<file path="config.mk">
export PLATFORM = sky130hd
export DESIGN_NAME = spi_readback_4mb_flat
export DESIGN_NICKNAME = d
export VERILOG_FILES = /design/src/rtl/spi_readback_4mb_pkg.sv /design/src/rtl/spi_readback_4mb_if.sv /design/src/rtl/sticky_latch_4mb.sv /design/src/rtl/spi_readback_4mb.sv /design/src/flat_wrapper.sv
export SDC_FILE = /design/constraint.sdc
export NUM_CORES = 1
export LEC_CHECK = 0
export CORE_AREA = 2 2 158 160
export CTS_BUF_LIST = sky130_fd_sc_hd__clkbuf_4 sky130_fd_sc_hd__clkbuf_8
export CTS_CLUSTER_DIAMETER = 100
export DETAILED_ROUTE_END_ITERATION = 12
export DIE_AREA = 0 0 160 162
export GPL_ROUTABILITY_DRIVEN = 0
export PLACE_DENSITY = 0.57
export RECOVER_POWER = 100
export SYNTH_ARGS = -nofsm -noshare
export SYNTH_HDL_FRONTEND = slang
export SYNTH_HIERARCHICAL = 1
export SYNTH_SLANG_ARGS = --single-unit
export TNS_END_PERCENT = 30
</file>
<file path="constraint.sdc">
create_clock -name clk_100m -period 3.75 [get_ports clk_100m]
set_clock_uncertainty 0.1 [all_clocks]
set_input_delay 0.375 -clock clk_100m [delete_from_list [all_inputs] [get_ports clk_100m]]
set_output_delay 0.375 -clock clk_100m [all_outputs]
set_load 0.1 [all_outputs]
</file>
<file path="src/rtl/spi_readback_4mb_pkg.sv">
// Shared constants for the SPI read-back path: address map and FSM encoding.
package spi_readback_4mb_pkg;

    localparam logic [15:0] ADDR_FPGA_VER          = 16'h0000;
    localparam logic [15:0] ADDR_FPGA_REV_DATE     = 16'h0001;
    localparam logic [15:0] ADDR_FPGA_DIP_SW       = 16'h0002;
    localparam logic [15:0] ADDR_FPGA_BUTTONS      = 16'h0003;
    localparam logic [15:0] ADDR_FPGA_BUTTONS_LED  = 16'h0004;
    localparam logic [15:0] ADDR_FPGA_DRAPE_SWITCH = 16'h0005;
    localparam logic [15:0] ADDR_FPGA_SPARE0_IO    = 16'h0006;
    localparam logic [15:0] ADDR_FPGA_SPARE1_IO    = 16'h0007;
    localparam logic [15:0] ADDR_ADC_ALERTS        = 16'h0008;
    localparam logic [15:0] ADDR_FAULT_FLAGS       = 16'h0009;
    localparam logic [15:0] ADDR_ABS_ENC_CTRL      = 16'h000A;
    localparam logic [15:0] ADDR_FAULT_LATCH       = 16'h000B;
    localparam logic [15:0] ADDR_RD_STATUS         = 16'h000C;

    typedef enum logic [1:0] {
        ST_IDLE    = 2'd0,
        ST_LOOKUP  = 2'd1,
        ST_PRESENT = 2'd2
    } rd_state_e;

endpackage

</file>
<file path="src/rtl/spi_readback_4mb_if.sv">
// Read request / response handshake between the SPI slave core and read-back.
interface spi_readback_4mb_if;
    logic        rd_req;
    logic [15:0] rd_addr;
    logic        miso_ack;
    logic [31:0] data_miso;
    logic        data_miso_rdy;
    logic        rd_busy;

    modport master (
        output rd_req, rd_addr, miso_ack,
        input  data_miso, data_miso_rdy, rd_busy
    );

    modport slave (
        input  rd_req, rd_addr, miso_ack,
        output data_miso, data_miso_rdy, rd_busy
    );
endinterface

</file>
<file path="src/rtl/sticky_latch_4mb.sv">
// OR-accumulating sticky bits; a clear loses to a set arriving the same cycle.
module sticky_latch_4mb #(
    parameter int W = 1
) (
    input  logic         i_clk,
    input  logic         i_rst_n,
    input  logic [W-1:0] i_set,
    input  logic         i_clr,
    output logic [W-1:0] o_q
);
    logic [W-1:0] r_q;

    always_ff @(posedge i_clk) begin
        if (!i_rst_n) r_q <= '0;
        else if (i_clr) r_q <= i_set;
        else r_q <= r_q | i_set;
    end

    assign o_q = r_q;
endmodule

</file>
<file path="src/rtl/spi_readback_4mb.sv">
// SPI register read-back: address mux, present/ack FSM, clear-on-read status.
module spi_readback_4mb
    import spi_readback_4mb_pkg::*;
#(
    parameter int          TIMEOUT_CYC  = 1000,
    parameter logic [31:0] UNMAPPED_VAL = 32'hBADC_0DE0,
    parameter int          OVR_W        = 8
) (
    input  logic        clk_100m,
    input  logic        rst_n_syn,
    spi_readback_4mb_if.slave bus,
    input  logic [31:0] ver_reg,
    input  logic [31:0] rev_data_reg,
    input  logic [31:0] dip_sw_reg,
    input  logic [31:0] buttons_reg,
    input  logic [31:0] buttons_led_reg,
    input  logic [31:0] drape_sensor_reg,
    input  logic [31:0] spare0_io_reg,
    input  logic [31:0] spare1_io_reg,
    input  logic [31:0] ADC_Alerts_reg,
    input  logic [31:0] Fault_Flages_reg,
    input  logic [31:0] ABS_ENC_CTRL_REG
);
    localparam int TW = $clog2(TIMEOUT_CYC + 1);

    rd_state_e      r_state, w_next;
    logic [15:0]    r_addr;
    logic [31:0]    r_data;
    logic           r_rdy;
    logic [TW-1:0]  r_tmr;
    logic [OVR_W-1:0] r_ovr;

    logic           w_accept, w_load, w_ack, w_tout, w_ovr;
    logic           w_unmapped, w_clr_latch, w_clr_stat;
    logic [31:0]    w_mux, w_status;
    logic [17:0]    w_latch;
    logic [1:0]     w_stat;

    always_ff @(posedge clk_100m) begin
        if (!rst_n_syn) r_state <= ST_IDLE;
        else r_state <= w_next;
    end

    always_comb begin
        w_next   = r_state;
        w_accept = 1'b0;
        w_load   = 1'b0;
        w_ack    = 1'b0;
        w_tout   = 1'b0;
        unique case (r_state)
            ST_IDLE: begin
                if (bus.rd_req) begin
                    w_accept = 1'b1;
                    w_next   = ST_LOOKUP;
                end
            end
            ST_LOOKUP: begin
                w_load = 1'b1;
                w_next = ST_PRESENT;
            end
            ST_PRESENT: begin
                if (bus.miso_ack) begin
                    w_ack  = 1'b1;
                    w_next = ST_IDLE;
                end else if (r_tmr == TW'(TIMEOUT_CYC - 1)) begin
                    w_tout = 1'b1;
                    w_next = ST_IDLE;
                end
            end
            default: w_next = ST_IDLE;
        endcase
    end

    assign w_status = 32'({r_ovr, 6'b0, w_stat});

    always_comb begin
        w_unmapped = 1'b0;
        case (r_addr)
            ADDR_FPGA_VER:          w_mux = ver_reg;
            ADDR_FPGA_REV_DATE:     w_mux = rev_data_reg;
            ADDR_FPGA_DIP_SW:       w_mux = dip_sw_reg;
            ADDR_FPGA_BUTTONS:      w_mux = buttons_reg;
            ADDR_FPGA_BUTTONS_LED:  w_mux = buttons_led_reg;
            ADDR_FPGA_DRAPE_SWITCH: w_mux = drape_sensor_reg;
            ADDR_FPGA_SPARE0_IO:    w_mux = spare0_io_reg;
            ADDR_FPGA_SPARE1_IO:    w_mux = spare1_io_reg;
            ADDR_ADC_ALERTS:        w_mux = ADC_Alerts_reg;
            ADDR_FAULT_FLAGS:       w_mux = Fault_Flages_reg;
            ADDR_ABS_ENC_CTRL:      w_mux = ABS_ENC_CTRL_REG;
            ADDR_FAULT_LATCH:       w_mux = {14'b0, w_latch};
            ADDR_RD_STATUS:         w_mux = w_status;
            default: begin
                w_mux      = UNMAPPED_VAL;
                w_unmapped = 1'b1;
            end
        endcase
    end

    assign w_ovr       = bus.rd_req && (r_state != ST_IDLE);
    assign w_clr_latch = w_ack && (r_addr == ADDR_FAULT_LATCH);
    assign w_clr_stat  = w_ack && (r_addr == ADDR_RD_STATUS);

    always_ff @(posedge clk_100m) begin
        if (!rst_n_syn) begin
            r_addr <= '0;
            r_data <= '0;
            r_rdy  <= 1'b0;
            r_tmr  <= '0;
        end else begin
            if (w_accept) r_addr <= bus.rd_addr;
            if (w_load) begin
                r_data <= w_mux;
                r_rdy  <= 1'b1;
                r_tmr  <= '0;
            end else if (w_ack || w_tout) begin
                r_rdy  <= 1'b0;
            end else if (r_state == ST_PRESENT) begin
                r_tmr  <= r_tmr + 1'b1;
            end
        end
    end

    // Overrun in the clearing cycle restarts the count at one.
    always_ff @(posedge clk_100m) begin
        if (!rst_n_syn) r_ovr <= '0;
        else if (w_clr_stat) r_ovr <= OVR_W'(w_ovr);
        else if (w_ovr && (r_ovr != '1)) r_ovr <= r_ovr + 1'b1;
    end

    sticky_latch_4mb #(.W(18)) u_fault_latch (
        .i_clk   (clk_100m),
        .i_rst_n (rst_n_syn),
        .i_set   ({ADC_Alerts_reg[1:0], Fault_Flages_reg[15:0]}),
        .i_clr   (w_clr_latch),
        .o_q     (w_latch)
    );

    sticky_latch_4mb #(.W(2)) u_status (
        .i_clk   (clk_100m),
        .i_rst_n (rst_n_syn),
        .i_set   ({w_load && w_unmapped, w_tout}),
        .i_clr   (w_clr_stat),
        .o_q     (w_stat)
    );

    assign bus.data_miso     = r_data;
    assign bus.data_miso_rdy = r_rdy;
    assign bus.rd_busy       = (r_state != ST_IDLE);
endmodule

</file>
<file path="src/flat_wrapper.sv">
// flat-port wrapper written by rule: the top's interface ports become plain ports
module spi_readback_4mb_flat import spi_readback_4mb_pkg::*;
#(
    parameter int          TIMEOUT_CYC  = 1000,
    parameter logic [31:0] UNMAPPED_VAL = 32'hBADC_0DE0,
    parameter int          OVR_W        = 8
)
  (clk_100m, rst_n_syn, ver_reg, rev_data_reg, dip_sw_reg, buttons_reg, buttons_led_reg, drape_sensor_reg, spare0_io_reg, spare1_io_reg, ADC_Alerts_reg, Fault_Flages_reg, ABS_ENC_CTRL_REG, bus_rd_req, bus_rd_addr, bus_miso_ack, bus_data_miso, bus_data_miso_rdy, bus_rd_busy);
  spi_readback_4mb_if bus_i ();
  input  logic clk_100m;
  input  logic rst_n_syn;
  input  logic [31:0] ver_reg;
  input  logic [31:0] rev_data_reg;
  input  logic [31:0] dip_sw_reg;
  input  logic [31:0] buttons_reg;
  input  logic [31:0] buttons_led_reg;
  input  logic [31:0] drape_sensor_reg;
  input  logic [31:0] spare0_io_reg;
  input  logic [31:0] spare1_io_reg;
  input  logic [31:0] ADC_Alerts_reg;
  input  logic [31:0] Fault_Flages_reg;
  input  logic [31:0] ABS_ENC_CTRL_REG;
  input wire logic [$bits(bus_i.rd_req)-1:0] bus_rd_req;
  input wire logic [$bits(bus_i.rd_addr)-1:0] bus_rd_addr;
  input wire logic [$bits(bus_i.miso_ack)-1:0] bus_miso_ack;
  output wire logic [$bits(bus_i.data_miso)-1:0] bus_data_miso;
  output wire logic [$bits(bus_i.data_miso_rdy)-1:0] bus_data_miso_rdy;
  output wire logic [$bits(bus_i.rd_busy)-1:0] bus_rd_busy;
  assign bus_i.rd_req = bus_rd_req;
  assign bus_i.rd_addr = bus_rd_addr;
  assign bus_i.miso_ack = bus_miso_ack;
  assign bus_data_miso = bus_i.data_miso;
  assign bus_data_miso_rdy = bus_i.data_miso_rdy;
  assign bus_rd_busy = bus_i.rd_busy;
  spi_readback_4mb #(.TIMEOUT_CYC(TIMEOUT_CYC), .UNMAPPED_VAL(UNMAPPED_VAL), .OVR_W(OVR_W)) u_core (.clk_100m(clk_100m), .rst_n_syn(rst_n_syn), .bus(bus_i), .ver_reg(ver_reg), .rev_data_reg(rev_data_reg), .dip_sw_reg(dip_sw_reg), .buttons_reg(buttons_reg), .buttons_led_reg(buttons_led_reg), .drape_sensor_reg(drape_sensor_reg), .spare0_io_reg(spare0_io_reg), .spare1_io_reg(spare1_io_reg), .ADC_Alerts_reg(ADC_Alerts_reg), .Fault_Flages_reg(Fault_Flages_reg), .ABS_ENC_CTRL_REG(ABS_ENC_CTRL_REG));
endmodule
</file>
* Word level (Yosys, flattened, before mapping)
Cells that the tools add are included.
** Storage, ports and cells
- Bits in registers :: 89
- Output and inout bits :: 34
- Logic and storage cells :: 69
** Operators by class
- Add/subtract/negate cells :: 2
- Equality and inequality tests :: 18
- Mux-type cells :: 20
- Bitwise gates (word level) :: 4
- Reductions and logical operators :: 16
** Operator list (count)
- $pmux W32 S13 :: 1
- $eq A16 B4 Y1 const B :: 5
- $eq A16 B3 Y1 const B :: 4
- $eq A16 B2 Y1 const B :: 2
- $mux W18 :: 1
- $or A18 B18 Y18 :: 1
- $eq A16 B1 Y1 const B :: 1
- $logic_not A16 Y1 :: 1
- $mux W1 :: 13
- $reduce_or A13 Y1 :: 1
- $add A10 B1 Y10 const B :: 1
- $eq A10 B10 Y1 const B :: 1
- $add A8 B1 Y8 const B :: 1
- $mux W2 :: 4
- $ne A8 B8 Y1 const B :: 1
- $pmux W2 S3 :: 1
- $reduce_bool A2 Y1 :: 3
- $logic_and A1 B1 Y1 :: 5
- $reduce_and A2 Y1 :: 2
- $reduce_or A2 Y1 :: 2
- $ne A3 B2 Y1 const B :: 1
- $eq A2 B1 Y1 const B :: 1
- $eq A2 B2 Y1 const B :: 1
- $logic_not A2 Y1 :: 1
- other kinds (4) :: 5

* Longest topological paths before layout
- Depth in word-level cells :: 7
- Gate-level depth with buffers :: 9
- Mapped depth without buffers :: 7

* Modules after synthesis
The synthesis kept the hierarchy.
** Modules (own cells, without submodules)
- spi_readback_4mb :: times used 1, cells each 589, area an instance 4949.7 um2, sequential area each 1381.3 um2
- sticky_latch_4mb (u_core.u_fault_latch) :: times used 1, cells each 57, area an instance 634.4 um2, sequential area each 360.3 um2
- sticky_latch_4mb (u_core.u_status) :: times used 1, cells each 6, area an instance 67.6 um2, sequential area each 40.0 um2

* Worst setup path before layout
No wires, ideal clock.
- Path kind :: reg-to-reg
- From :: register u_core.r_addr[4]
- To :: register u_core.u_fault_latch.r_q[10] (netlist: u_core/u_fault_latch/o_q[10])
- Library setup time :: 0.115 ns
- Arrival :: 2.392 ns
- Setup slack :: 1.143 ns
- Cell stages (with the launch flop) :: 10
- Path buffers :: 4
- Period minus slack after synthesis :: 2.607 ns
- Cell sequence :: dfxtp_1 -> or4_1 -> buf_2 -> buf_6 -> nor4_4 -> buf_6 -> and3_1 -> buf_4 -> nor2b_1 -> o21a_1
** On the way
- Cells in the longest elaborated chain, start to end :: 3
** RTL lines
- start: declaration :: RTL line spi_readback_4mb.sv:27 : logic [15:0] r_addr;
- start signal: assignment :: RTL line spi_readback_4mb.sv:110 : if (w_accept) r_addr <= bus.rd_addr;
- $eq A16 B4 Y1 :: RTL line spi_readback_4mb.sv:100 : assign w_clr_latch = w_ack && (r_addr == ADDR_FAULT_LATCH);
- $logic_and A1 B1 Y1 :: RTL line spi_readback_4mb.sv:100
- named net u_core.w_clr_latch :: RTL line spi_readback_4mb.sv:34 : logic w_unmapped, w_clr_latch, w_clr_stat;
- $mux W18 :: RTL line sticky_latch_4mb.sv:15 : else if (i_clr) r_q <= i_set;
- end signal: assignment :: RTL line sticky_latch_4mb.sv:15
- end signal: assignment :: RTL line sticky_latch_4mb.sv:16 : else r_q <= r_q | i_set;
- end: declaration :: RTL line sticky_latch_4mb.sv:11 : logic [W-1:0] r_q;
The timed path passes the listed nets, and every way through them passes these cells.
A chain may end at the register's enable or synchronous reset.

* Worst setup path after layout
- From :: register u_core.r_addr[11]
- To :: register u_core.u_fault_latch.r_q[15] (netlist: u_core/u_fault_latch/o_q[15])
Same word-level chain as after synthesis.

==> out/metrics.cfg <==
[grt]
grt_usage_pct = 26.3
antenna_found_initial = 19
grt_max_degree = 46
grt_pass1_vias = 7519
grt_overflow = 0
grt_first_pass_wirelength_mm = 50.7

[worst_setup_path]
crit_slowest_cell = nor4_2
cp.required_ns = 3.94
crit_path_start_kind = flop
slowest_delay_ns = 0.83
cp_max_fo = 18
end_kind = flop
criticalPathCategory = reg2reg
cp_cell_sequence = or4_1, buf_4, nor4_2, and3_1, buf_4, and2b_1, o21a_1
critPathMostFrequentCell = buf_4
cp.arrival_ns = 3.24

[synthesis]
synth_seq_cells = 89
netlist_top_cells_count = dfxtp_1, a22oi_1, nand2_1, a22o_1, a221oi_1
synthFlopType = dfxtp_1
synth_area_um2 = 5650
ys_async_sr_fraction_pct = 0
synth.top_cell.area_share_pct = 31.5
synth_edf_count = 0
synth.most_common_cell = dfxtp_1
netlist_top_cells_area = dfxtp_1, a22oi_1, a22o_1, a221oi_1, nand2_1
syn_avg_cell_area_um2 = 8.67
yosysTopAreaCell = dfxtp_1
synthCells = 652
ys_seq_area_share_pct = 31.5
syn-num-nets = 1026
yosysWarnings = 6
synthDistinctLibCells = 52

[floorplan]
io_pins = 406
die_w_um = 160
die_area_um2 = 25900
row_count = 57
start_util_pct = 23.4
coreArea_um2 = 24100
die_h_um = 162

[finish]
drive_gt1_share_pct = 5.50
num-fill-cells = 2466
nets = 1405
syn2layout_area_growth_pct = 81.7
multi_input_area_um2 = 3600
final_cell_count_no_fill = 1377
regArea_um2 = 1780

[detailed_routing]
drt_first_pass_iters = 6
drtIter0Drc = 797
routedWlPerCell_um = 25.7
vias = 7449
postRouteAntennaNets = 0
post_drt_via_cell_ratio = 5.41
wirelength_mm = 35.4
drc = 0

[pwr]
seqPwrFrac_pct = 38.4
p_per_area_nw_per_um2 = 260
irDropWorstVdd_mv = 0.159
p_comb_share_pct = 34.2
p_leak_nw = 3.64
p_int_mw = 1.80
p_total_mw = 2.67
p_sw_mw = 0.870
power_frac_clock_pct = 27.4
swShare_pct = 32.6

[timing]
relSlewSlack_pct = 28.8
worst_pin_slew_ns = 1.06
slew_violations = 0
post-route-period-util_pct = 81.5
clock.fmax_mhz = 327
final_hold_viol_count = 0
setup_tns_ns = 0
rsz0062_at_grt = false
setup_ws_ns = 0.694
setup_viol = 0
fin_crit_ns = 3.06

[clocking]
clock_sinks = 89
cts_buffers = 9
cts_tree = yes
clk_latency_ns = 0.38
postCtsSetupRepairBufs = 0
postCtsHoldBufs = 0
clockBufferDepth = 2
cts_resized = 0
root_buffer = clkbuf_8
htree_levels = 3
clkTransAtPathRegs_ns = 0.10

[placed_design]
dp_hpwl_mm = 26.3
dp.cells = 1344
pre_cts_ws_ns = 0.921
io_buffer_count = 405

[status]
outcome = finished clean

[flow_run]
max-cap-violations = 0

[min_path]
holdCritPathClass = reg2reg

## logic make-up (layout without fill, tap and decap cells)
logic type               after synthesis  count (layout)  synth area share (%)
AO/OA/AOI/OAI                        278             278                  37.5
XOR/XNOR                              14              14                  2.17
adder cells (fa/ha/maj)                2               2                 0.443
buffers and inverters                 62             446                  5.67
flip-flops                            89              89                  31.5
multiplexers                           3               3                 0.553
other                                  0              17                     0
AND/OR/NAND/NOR                      204             204                  22.2
## stage by stage
stage	hold slack, ns	cell area (µm²)	utilization [%]
4_1_cts	0.355	10200	42.5
5_1_grt	0.370	10300	42.6
3_3_place_gp	0.340	10000	41.7
6_report	0.355	10300	42.6
3_5_place_dp	0.341	10000	41.7
2_1_floorplan	0.331	5650	-
## power by group through the flow
stage | Sequential, mW | Combinational, mW | Clock, mW
final | 1.02 | 0.911 | 0.731
after global routing | 1.03 | 0.958 | 0.784
after CTS | 1.02 | 0.920 | 0.756
after detailed placement | 1.04 | 0.915 | 0
after global placement | 1.04 | 0.916 | 0
after floorplan | 1.15 | 0.267 | 0
## state kept, by name, indices dropped and copies added, names as in the netlist
| name | cells |
|---|---|
| u_core/r_addr | 16 |
| u_core/u_fault_latch/o_q | 18 |
| u_core/bus.data_miso_rdy | 1 |
| u_core/r_state | 2 |
| u_core/r_tmr | 10 |
| u_core/bus.data_miso | 32 |
| u_core/r_ovr | 8 |
| u_core/u_status/o_q | 2 |
## worst max-delay path: cells and delay by family, from the launching register on
kind	cells	cell delay [ns]
buffers and inverters	2	0.52
DFF	1	0.32
AOI/OAI and AO/OA	1	0.16
and+or+nand+nor	4	1.84
## cell usage in the layout, fill, tap and decap left out, types with 21 or more instances in the layout
master	n
a21oi_1	26
a221oi_1	42
nand2_1	62
clkdlybuf4s50_1	369
a22oi_1	65
dfxtp_1	89
nor2_1	24
o21ai_0	21
dlygate4sd3_1	35
and3_1	23
a22o_1	51
## layer usage
metal	routed length (µm)	up-vias	part of all wire, %	global-route usage, %
li1	-	3408	-	-
met1	14300	3563	40	32.6
met2	16700	410	47	43.6
met3	3240	62	9.2	6.95
met4	1120	6	3.2	10.4
met5	41	-	0.12	0
## area by class of cell
class,instances,area share (%)
multi-input combinational,501,35.1
sequential,89,17.3
clock buffer,10,1.28
inverter,4,0.146
tap,324,3.95
timing repair buffer,426,41.1
antenna,17,0.414
clock inverter,6,0.731
## final timing paths
kind | start | to | slack, ns | cells past startpoint
worst max-delay path | u_core/r_addr[11]$_SDFFE_PN0P_ | u_core/u_fault_latch/o_q[15]$_SDFF_PN0_ | 0.69 | 7
worst min-delay path | u_core/r_addr[15]$_SDFFE_PN0P_ | u_core/r_addr[15]$_SDFFE_PN0P_ | 0.35 | 2
worst max register to register | u_core/r_addr[11]$_SDFFE_PN0P_ | u_core/u_fault_latch/o_q[15]$_SDFF_PN0_ | 0.69 | 7
worst min register to register | u_core/r_addr[15]$_SDFFE_PN0P_ | u_core/r_addr[15]$_SDFFE_PN0P_ | 0.35 | 2
(Power assumes the default switching activity.)
